==> src/rtl/uart_tx_gen2_if.sv <==
// Bundle of control/status signals between the APB register block and uart_tx_gen2.
//   master : register block side; drives the ctrl_* strobes and configuration,
//            observes tx_* status and the serial line.
//   slave  : transmitter side; receives ctrl_*, drives tx_* and uart_tx.
interface uart_tx_gen2_if #(
    parameter int DATA_W     = 8,
    parameter int FIFO_DEPTH = 16
);
    localparam int AW = $clog2(FIFO_DEPTH);

    logic              ctrl_en;
    logic              ctrl_wr;
    logic [DATA_W-1:0] ctrl_data;
    logic [3:0]        ctrl_dbits;
    logic [1:0]        ctrl_par;
    logic              ctrl_stop;
    logic              ctrl_brk;
    logic              ctrl_tick;
    logic [AW:0]       ctrl_thr;
    logic              ctrl_ovf_clr;

    logic [AW:0]       tx_count;
    logic              tx_nf;
    logic              tx_txe;
    logic              tx_busy;
    logic              tx_ovf;
    logic              uart_tx;

    modport master (
        output ctrl_en, ctrl_wr, ctrl_data, ctrl_dbits, ctrl_par, ctrl_stop,
               ctrl_brk, ctrl_tick, ctrl_thr, ctrl_ovf_clr,
        input  tx_count, tx_nf, tx_txe, tx_busy, tx_ovf, uart_tx
    );

    modport slave (
        input  ctrl_en, ctrl_wr, ctrl_data, ctrl_dbits, ctrl_par, ctrl_stop,
               ctrl_brk, ctrl_tick, ctrl_thr, ctrl_ovf_clr,
        output tx_count, tx_nf, tx_txe, tx_busy, tx_ovf, uart_tx
    );
endinterface

==> src/rtl/uart_tx_gen2.sv <==
// Second-generation UART transmitter: TX FIFO, runtime character length / parity /
// stop-bit selection, back-to-back framing, break generation, sticky overflow flag.
// Ports:
//   pclk   : clock, all logic on rising edge
//   preset : synchronous active-high reset
//   bus    : uart_tx_gen2_if.slave (ctrl_* inputs, tx_* status, uart_tx line)
module uart_tx_gen2 #(
    parameter int DATA_W     = 8,
    parameter int FIFO_DEPTH = 16
) (
    input logic           pclk,
    input logic           preset,
    uart_tx_gen2_if.slave bus
);
    localparam int AW = $clog2(FIFO_DEPTH);
    // Bits following the start bit: data, parity and up to two stop bits.
    localparam int FW = DATA_W + 3;

    typedef enum logic [1:0] {IDLE, SHIFT, BREAK} state_t;

    state_t            state;
    logic [DATA_W-1:0] mem [FIFO_DEPTH];
    logic [AW:0]       wptr, rptr, count;
    logic              full, empty, wr_ok, ovf_set, load, ovf;
    logic [FW-1:0]     shreg, frame;
    logic [3:0]        bit_cnt, frame_cnt, n_eff;
    logic [DATA_W-1:0] head;
    logic              par_acc, par_bit, par_en;
    logic              uart_tx_q;

    assign count   = wptr - rptr;
    assign empty   = (wptr == rptr);
    assign full    = (wptr[AW] != rptr[AW]) && (wptr[AW-1:0] == rptr[AW-1:0]);
    assign wr_ok   = bus.ctrl_en && bus.ctrl_wr && !full;
    assign ovf_set = bus.ctrl_en && bus.ctrl_wr && full;
    assign head    = mem[rptr[AW-1:0]];

    // A pop happens only when a frame is loaded: from IDLE, or on the tick that
    // ends the final stop bit.
    assign load = bus.ctrl_en && bus.ctrl_tick && !bus.ctrl_brk && !empty &&
                  ((state == IDLE) || ((state == SHIFT) && (bit_cnt == 4'd0)));

    // Frame image for the FIFO head under the current configuration. Unused
    // upper positions default to 1 so the stop bits fall out naturally.
    always_comb begin
        if (bus.ctrl_dbits < 4'd5) begin
            n_eff = 4'd5;
        end else if (bus.ctrl_dbits > 4'(DATA_W)) begin
            n_eff = 4'(DATA_W);
        end else begin
            n_eff = bus.ctrl_dbits;
        end
        frame   = '1;
        par_acc = 1'b0;
        for (int i = 0; i < DATA_W; i++) begin
            if (i < int'(n_eff)) begin
                frame[i] = head[i];
                par_acc  = par_acc ^ head[i];
            end
        end
        par_en  = (bus.ctrl_par != 2'b00);
        par_bit = 1'b1;
        unique case (bus.ctrl_par)
            2'b00: par_bit = 1'b1;
            2'b01: par_bit = par_acc;
            2'b10: par_bit = ~par_acc;
            2'b11: par_bit = 1'b1;
        endcase
        if (par_en) begin
            frame[n_eff] = par_bit;
        end
        // Bits remaining after the start bit: N + P + S.
        frame_cnt = n_eff + {3'b000, par_en} + {3'b000, bus.ctrl_stop} + 4'd1;
    end

    always_ff @(posedge pclk) begin
        if (wr_ok) begin
            mem[wptr[AW-1:0]] <= bus.ctrl_data;
        end
    end

    always_ff @(posedge pclk) begin
        if (preset) begin
            wptr <= '0;
            rptr <= '0;
            ovf  <= 1'b0;
        end else begin
            if (ovf_set) begin
                ovf <= 1'b1;
            end else if (bus.ctrl_ovf_clr) begin
                ovf <= 1'b0;
            end
            if (!bus.ctrl_en) begin
                // Flush: empty the FIFO first, then return the pointers to zero.
                if (rptr != wptr) begin
                    rptr <= wptr;
                end else begin
                    rptr <= '0;
                    wptr <= '0;
                end
            end else begin
                if (wr_ok) begin
                    wptr <= wptr + 1'b1;
                end
                if (load) begin
                    rptr <= rptr + 1'b1;
                end
            end
        end
    end

    always_ff @(posedge pclk) begin
        if (preset || !bus.ctrl_en) begin
            state     <= IDLE;
            uart_tx_q <= 1'b1;
            bit_cnt   <= 4'd0;
            shreg     <= '1;
        end else if (load) begin
            state     <= SHIFT;
            uart_tx_q <= 1'b0;
            shreg     <= frame;
            bit_cnt   <= frame_cnt;
        end else if (bus.ctrl_tick) begin
            case (state)
                IDLE: begin
                    if (bus.ctrl_brk) begin
                        state     <= BREAK;
                        uart_tx_q <= 1'b0;
                    end
                end
                SHIFT: begin
                    if (bit_cnt != 4'd0) begin
                        uart_tx_q <= shreg[0];
                        shreg     <= {1'b1, shreg[FW-1:1]};
                        bit_cnt   <= bit_cnt - 4'd1;
                    end else if (bus.ctrl_brk) begin
                        state     <= BREAK;
                        uart_tx_q <= 1'b0;
                    end else begin
                        state     <= IDLE;
                        uart_tx_q <= 1'b1;
                    end
                end
                BREAK: begin
                    if (!bus.ctrl_brk) begin
                        state     <= IDLE;
                        uart_tx_q <= 1'b1;
                    end
                end
                default: begin
                    state     <= IDLE;
                    uart_tx_q <= 1'b1;
                end
            endcase
        end
    end

    assign bus.tx_count = count;
    assign bus.tx_nf    = !full;
    assign bus.tx_txe   = (count <= bus.ctrl_thr);
    assign bus.tx_busy  = (state != IDLE) || (count != '0);
    assign bus.tx_ovf   = ovf;
    assign bus.uart_tx  = uart_tx_q;
endmodule

==> src/flat_wrapper.sv <==
// flat-port wrapper written by rule: the top's interface ports become plain ports
module uart_tx_gen2_flat 
#(
    parameter int DATA_W     = 8,
    parameter int FIFO_DEPTH = 16
)
  (pclk, preset, bus_ctrl_en, bus_ctrl_wr, bus_ctrl_data, bus_ctrl_dbits, bus_ctrl_par, bus_ctrl_stop, bus_ctrl_brk, bus_ctrl_tick, bus_ctrl_thr, bus_ctrl_ovf_clr, bus_tx_count, bus_tx_nf, bus_tx_txe, bus_tx_busy, bus_tx_ovf, bus_uart_tx);
  uart_tx_gen2_if #(.DATA_W(DATA_W), .FIFO_DEPTH(FIFO_DEPTH)) bus_i ();
  input logic pclk;
  input logic preset;
  input wire logic [$bits(bus_i.ctrl_en)-1:0] bus_ctrl_en;
  input wire logic [$bits(bus_i.ctrl_wr)-1:0] bus_ctrl_wr;
  input wire logic [$bits(bus_i.ctrl_data)-1:0] bus_ctrl_data;
  input wire logic [$bits(bus_i.ctrl_dbits)-1:0] bus_ctrl_dbits;
  input wire logic [$bits(bus_i.ctrl_par)-1:0] bus_ctrl_par;
  input wire logic [$bits(bus_i.ctrl_stop)-1:0] bus_ctrl_stop;
  input wire logic [$bits(bus_i.ctrl_brk)-1:0] bus_ctrl_brk;
  input wire logic [$bits(bus_i.ctrl_tick)-1:0] bus_ctrl_tick;
  input wire logic [$bits(bus_i.ctrl_thr)-1:0] bus_ctrl_thr;
  input wire logic [$bits(bus_i.ctrl_ovf_clr)-1:0] bus_ctrl_ovf_clr;
  output wire logic [$bits(bus_i.tx_count)-1:0] bus_tx_count;
  output wire logic [$bits(bus_i.tx_nf)-1:0] bus_tx_nf;
  output wire logic [$bits(bus_i.tx_txe)-1:0] bus_tx_txe;
  output wire logic [$bits(bus_i.tx_busy)-1:0] bus_tx_busy;
  output wire logic [$bits(bus_i.tx_ovf)-1:0] bus_tx_ovf;
  output wire logic [$bits(bus_i.uart_tx)-1:0] bus_uart_tx;
  assign bus_i.ctrl_en = bus_ctrl_en;
  assign bus_i.ctrl_wr = bus_ctrl_wr;
  assign bus_i.ctrl_data = bus_ctrl_data;
  assign bus_i.ctrl_dbits = bus_ctrl_dbits;
  assign bus_i.ctrl_par = bus_ctrl_par;
  assign bus_i.ctrl_stop = bus_ctrl_stop;
  assign bus_i.ctrl_brk = bus_ctrl_brk;
  assign bus_i.ctrl_tick = bus_ctrl_tick;
  assign bus_i.ctrl_thr = bus_ctrl_thr;
  assign bus_i.ctrl_ovf_clr = bus_ctrl_ovf_clr;
  assign bus_tx_count = bus_i.tx_count;
  assign bus_tx_nf = bus_i.tx_nf;
  assign bus_tx_txe = bus_i.tx_txe;
  assign bus_tx_busy = bus_i.tx_busy;
  assign bus_tx_ovf = bus_i.tx_ovf;
  assign bus_uart_tx = bus_i.uart_tx;
  uart_tx_gen2 #(.DATA_W(DATA_W), .FIFO_DEPTH(FIFO_DEPTH)) u_core (.pclk(pclk), .preset(preset), .bus(bus_i));
endmodule
==> config.mk <==
export PLATFORM = sky130hd
export DESIGN_NAME = uart_tx_gen2_flat
export DESIGN_NICKNAME = d
export VERILOG_FILES = /design/src/rtl/uart_tx_gen2_if.sv /design/src/rtl/uart_tx_gen2.sv /design/src/flat_wrapper.sv
export SDC_FILE = /design/constraint.sdc
export NUM_CORES = 1
export LEC_CHECK = 0
export ABC_AREA = 1
export CORE_MARGIN = 2
export CORE_UTILIZATION = 45
export CTS_CLUSTER_DIAMETER = 60
export DETAILED_ROUTE_END_ITERATION = 10
export PLACE_DENSITY = 0.68
export SLEW_MARGIN = 10
export SYNTH_ARGS = -nofsm -noshare
export SYNTH_HDL_FRONTEND = slang
export SYNTH_SLANG_ARGS = --single-unit
==> constraint.sdc <==
create_clock -name pclk -period 3.2 [get_ports pclk]
set_input_delay 0.48 -clock pclk [delete_from_list [all_inputs] [get_ports pclk]]
set_output_delay 0.48 -clock pclk [all_outputs]
set_load 0.02 [all_outputs]
# --- Yosys cells after proc, flatten, opt, wreduce, memory -nomap -nowiden ---
# Memories as Yosys holds them, arrays and structs flattened. A register that Yosys moved wholly into a read port is not among the register bits.
# Cells that the tools add are included.
op_classes:
  add_sub_neg: 7
  magnitude_cmp: 13
  n_eq_ne: 17
  n_mux: 56
  n_bitwise: 8
  n_reduce_logical: 34
ops:
  columns: ["op", "n"]
  rows:
  - ["two-way mux 11 bit", 5]
  - ["two-way mux 4 bit", 8]
  - ["two-way mux 1 bit", 29]
  - ["two-way mux 5 bit", 5]
  - ["< comparator 3 x 4 -> 1 bit, first input constant", 4]
  - ["nonzero test 2 bit", 6]
  - ["bitwise mux 11 bit", 1]
  - ["adder 5 x 1 -> 5 bit, second input constant", 2]
  - ["logical AND 1 bit", 10]
  - ["inequality test 3 x 2 -> 1 bit, second input constant", 3]
  - ["adder 4 x 1 -> 4 bit", 2]
  - ["< comparator 1 x 4 -> 1 bit, first input constant", 2]
  - ["< comparator 2 x 4 -> 1 bit, first input constant", 2]
  - ["two-way mux 2 bit", 4]
  - ["AND reduction 4 bit", 2]
  - ["XOR 1 bit", 7]
  - ["equality test 2 bit, second input constant", 3]
  - ["inequality test 2 bit, second input constant", 3]
  - ["one-hot mux 1 bit (3 select lines)", 2]
  - ["one-hot mux 2 bit (3 select lines)", 1]
  - ["AND reduction 3 bit", 2]
  - ["equality test 5 bit", 1]
  - ["less-or-equal comparator 5 bit", 1]
  - ["< comparator 4 x 5 -> 1 bit, second input constant", 1]
  - ["other kinds (20)", 29]
word_totals:
  ff_bits: 29
  mem_bits_rw: 128
  inputBits: 27
  out_inout_bits: 10
  elab_cells: 144
  memories: 1
memory_table:
  columns: ["memory", "depth", "word_bits", "read_ports", "rd_ports_with_merged_regs", "wr", "line_no", "rtl"]
  rows:
  - ["u_core.mem", 16, 8, 1, 1, 1, "uart_tx_gen2.sv:22", "logic [DATA_W-1:0] mem [FIFO_DEPTH];"]

# --- Depth between registers and ports, before layout ---
depth:
  ltp_word: 24
  ltp_mapped: 24
  depth_no_buf: 23

# --- Worst setup path after synthesis ---
# No wires, ideal clock.
synth_timing:
  path_type: "reg-to-output"
  start: "register u_core.wptr[0]"
  end: "output port bus_tx_txe"
  arrival_ns: 2.359
  t_required_ns: 2.720
  slack_ns: 0.361
  path_stages_with_launch: 10
  path_buffers: 0
  cell_sequence: "dfxtp_1 > inv_1 > ha_1 > inv_1 > fa_1 > xor2_1 > ha_1 > a21oi_1 > nor2_1 > o22ai_1"
synth_between:
  elab_chain_len: 2
synth_lines:
  columns: ["element", "line_no", "rtl"]
  rows:
  - ["from (decl)", "uart_tx_gen2.sv:23", "logic [AW:0] wptr, rptr, count;"]
  - ["from (signal assigned)", "uart_tx_gen2.sv:103", "wptr <= wptr + 1'b1;"]
  - ["subtractor 5 bit", "uart_tx_gen2.sv:31", "assign count = wptr - rptr;"]
  - ["via bus_tx_count[2]", "flat_wrapper.sv:21", "output wire logic [$bits(bus_i.tx_count)-1:0] bus_tx_count;"]
  - ["less-or-equal comparator 5 bit", "uart_tx_gen2.sv:160", "assign bus.tx_txe = (count <= bus.ctrl_thr);"]
  - ["to (decl)", "flat_wrapper.sv:23", "output wire logic [$bits(bus_i.tx_txe)-1:0] bus_tx_txe;"]
# The timed path passes the listed nets, and every way through them passes these cells.

# --- Worst setup path after layout ---
layout_timing:
  start: "register u_core.wptr[0]"
  end: "output port bus_tx_txe"
layout_between:
  elab_chain_len: 2
layout_lines:
  columns: ["element", "line_no"]
  rows:
  - ["subtractor 5 bit", "uart_tx_gen2.sv:31"]
  - ["less-or-equal comparator 5 bit", "uart_tx_gen2.sv:160"]
# Every way passes these cells.

==> key figures <==
Clocking
  – CTS tree: yes
  – Postcts setup bufs: 0
  – CTS Buf Count: 17
  – CTS clock-pin slew for the worst setup and hold paths: 0.06 ns
  – Clock sinks: 161
  – Worst-case clock buffer depth: 2
  – Hold_buf cts: 0
  – Clock root cell: clkbuf_16
  – H-tree lvl count: 4
  – Clock insertion delay at the later pin of the skew report: ~0.43 ns

Finish
  – Final Instance Area: 8940 sq um
  – Layout cell share with drive strength beyond 1: 7.47%
  – Fillers: 1431
  – Final nets: 921
  – Antenna diode count: 0
  – P&R area growth vs syn: 18.0%

STA
  – Setup TNS: 0 ns
  – Worst hold slack: 0.457 ns
  – RSZ-0062 raised after global routing: false
  – Slew HR: 51.5%
  – Post-route setup slack: slightly below 0.2 ns
  – Max Slew Vio Count: 0
  – Final setup violation count: 0
  – Clock Skew: between 0.005 and 0.006 ns
  – Minimum period implied by the final worst setup slack: 3.01 ns
  – Max frequency: about 330 MHz
  – Endpoints failing hold: 0
  – Fin crit share: around 94%
  – Slew @ Worst Pin: 0.725 ns

Worst hold path
  – Hold Path Origin: u_core.shreg[10]
  – Min-delay worst type: flop to flop
  – Hold path depth: 2
  – Min-Delay Endpoint: u_core.shreg[10]

Global route
  – All-Layer GR Usage: 19.8%
  – Remaining Overflow, GRT: 0
  – Global-route wire length before repair: 27200 um
  – Pin count of the biggest net entering global routing: 77
  – Vias in the first global route: 5309
  – Initial antenna violation count: 0

Power and ir drop
  – Pleak: 3.71 nW
  – Final Power: 5.11 mW
  – Power Density: 571 nW/um^2
  – Worst vdd ir: 373 uV

Route
  – WL/cell: 15.2 um
  – DRC viols: 0
  – Post-route ant nets: 0
  – DR vias/cell: 5.05
  – Final wirelength: 16800 um
  – Drt first-iter violations: 397
  – Vias post-DR: 5574
  – Initial DRT Pass Iterations: 5

Worst setup path
  – Critical Path Fanout Max: 2
  – Crit-path slowest cell: fa_2
  – Flop2flop setup slack: a little over 0.6 ns
  – CP startpoint kind: flop
  – R2r endpoint: u_core.shreg[5]
  – CP cell instances: inv_1, ha_1, inv_1, fa_2, a21oi_2, o21bai_1, xor2_1, inv_1, ha_4, a21o_1, o22ai_1, buf_4
  – Register-to-Register Path Depth: 18
  – Worst Setup End Kind: output port
  – Worst EP arrival: 2.53 ns
  – Required time worst endpoint: 2.72 ns
  – Worst path max stage delay: between 0.3 and 0.4 ns
  – Most common cell on crit path: inv_1
  – Worst Path Class, Setup: flop to output port

Floorplanning
  – Die H: 134 um
  – Die area: about 18000 sq um
  – Num ports: 37
  – Core ar.: 16500 sq um
  – Die Span X: between 100 and 150 um
  – Initial Util: a little under half
  – Num rows: 47

Placement
  – DP Worst Slack: 0.0822 ns
  – GP Congestion: approximately 0.85
  – Placed cell area: between 8000 and 9000 sq um
  – Post-detail-place hpwl: 10900 um
  – Number of buffers added on ports: 36

Synthesis
  – Syn Area/Cell: 9.30 sq um
  – Post-Syn Area: 7580 sq um
  – EDFF count, synth: 128
  – YS warnings: 0
  – Register area share after synthesis: between 50% and 60%
  – Synth Register Bits: 161
  – Yosys cell types: 32
  – Top_reg_cell synth: edfxtp_1
  – Syn Inst Count: roughly 800
  – Post-synthesis net count: around 870
  – Async S/R FF share, synth: 0%

Flow run
  – Max_cap viols: 0

Run status
  – Status: completed
==> sequential cells by signal (all words and copies together) (netlist names), named ones only <==
| name | count |
|---|---|
| u_core.shreg | 11 |
| u_core.bit_cnt | 4 |
| u_core.mem | 128 |
| u_core.wptr | 5 |
| u_core.bus.uart_tx | 1 |
| u_core.state | 2 |
| u_core.bus.tx_ovf | 1 |
| u_core.rptr | 5 |
==> cells in the final DEF, fill, tap and decap left out, types with 7 or more instances in the layout <==
master and instances:
buf_4 29, clkdlybuf4s50_1 35, ha_1 20, edfxtp_1 128
nand3_1 88, clkbuf_16 17, dfxtp_1 32, nand2_1 220
a21oi_1 31, o21ai_1 14, inv_1 102, o21ai_0 38
nor2_1 61, xor2_1 7
==> metal layers <==
metal | wire (um) | vias up | GRT usage [%]
li1 | - | 2821 | -
met1 | 7730 | 2598 | 27.4
met2 | 7870 | 131 | 31.1
met3 | 832 | 24 | 3.96
met4 | 333 | 0 | 7.57
met5 | 0 | - | 0
==> report_power, final <==
part           internal [mW]  switching, mW
Sequential              2.29         0.0209
Combinational          0.280          0.468
Clock                   1.23          0.816
==> cells in the mapped netlist (2+ instances only) <==
master,number,share of area [%]
buf_2,7,0.46
ha_1,21,3.5
xor2_1,7,0.81
o21bai_1,3,0.30
dfxtp_1,33,8.7
xnor2_1,4,0.46
o21ai_1,14,0.92
a31oi_1,3,0.25
buf_4,5,0.50
inv_2,2,0.099
nand2_1,220,11
nand3_1,88,5.8
clkinv_1,2,0.099
nor3_1,5,0.33
o22ai_1,2,0.17
o21ai_0,38,2.5
o211ai_1,5,0.50
nand4_1,4,0.33
a211oi_1,3,0.30
clkbuf_1,16,0.79
nor2_1,61,3.0
inv_1,102,5.1
a21oi_1,32,2.1
edfxtp_1,128,51
a21o_1,2,0.20
fa_1,2,0.53
==> logic make-up after synthesis <==
group           share of synthesized area, %
compound gates                          7.71
xor+xnor                                1.27
fa+ha+maj                               4.00
buf+inv                                 7.05
flops                                   59.4
simple gates                            20.5
==> cell type report <==
| class | instances | area (sq um) | share of cell area, % |
|---|---|---|---|
| flip-flops and latches | 161 | 4510 | 50.4 |
| multi-input cells | 519 | 2560 | 28.6 |
| repair buffers | 66 | 608 | 6.80 |
| clock buffers | 20 | 437 | 4.89 |
| inverters | 106 | 398 | 4.45 |
| well taps | 220 | 275 | 3.08 |
| clock inverters | 12 | 158 | 1.76 |
==> timing repair <==
action,4_1_cts,5_1_grt
resized for setup,4,4
hold endpoints to repair,0,0
setup endpoints to repair,1,1
==> worst max-delay path by stage <==
| stage | depth (start not counted) | to | startpoint | slack [ns] |
|---|---|---|---|---|
| after global placement | 12 | bus_tx_txe | u_core.wptr[0] | 0.14 |
| after detailed placement | 12 | bus_tx_txe | u_core.wptr[0] | 0.08 |
| after global routing | 13 | bus_tx_txe | u_core.wptr[0] | 0.03 |
| after floorplan | 9 | bus_tx_txe | u_core.wptr[0] | 0.36 |
| final | 12 | bus_tx_txe | u_core.wptr[0] | 0.19 |
| after CTS | 12 | bus_tx_txe | u_core.wptr[0] | 0.06 |
==> critical path: cells and delay by family (launching register included) <==
family | cells | cell delay, ns
adder cells (fa/ha/maj) | 3 | 0.73
AO/OA/AOI/OAI | 4 | 0.48
buffers and inverters | 4 | 0.40
flip-flops | 1 | 0.31
XOR/XNOR | 1 | 0.18
==> per-stage QoR <==
stage	instances	utilization [%]
CTS	1104	54.0
global route	1104	54.1
floorplan	815	-
detailed placement	1072	50.4
global placement	1072	50.4
finish	1104	54.1
Power figures use the tool's default switching activity.
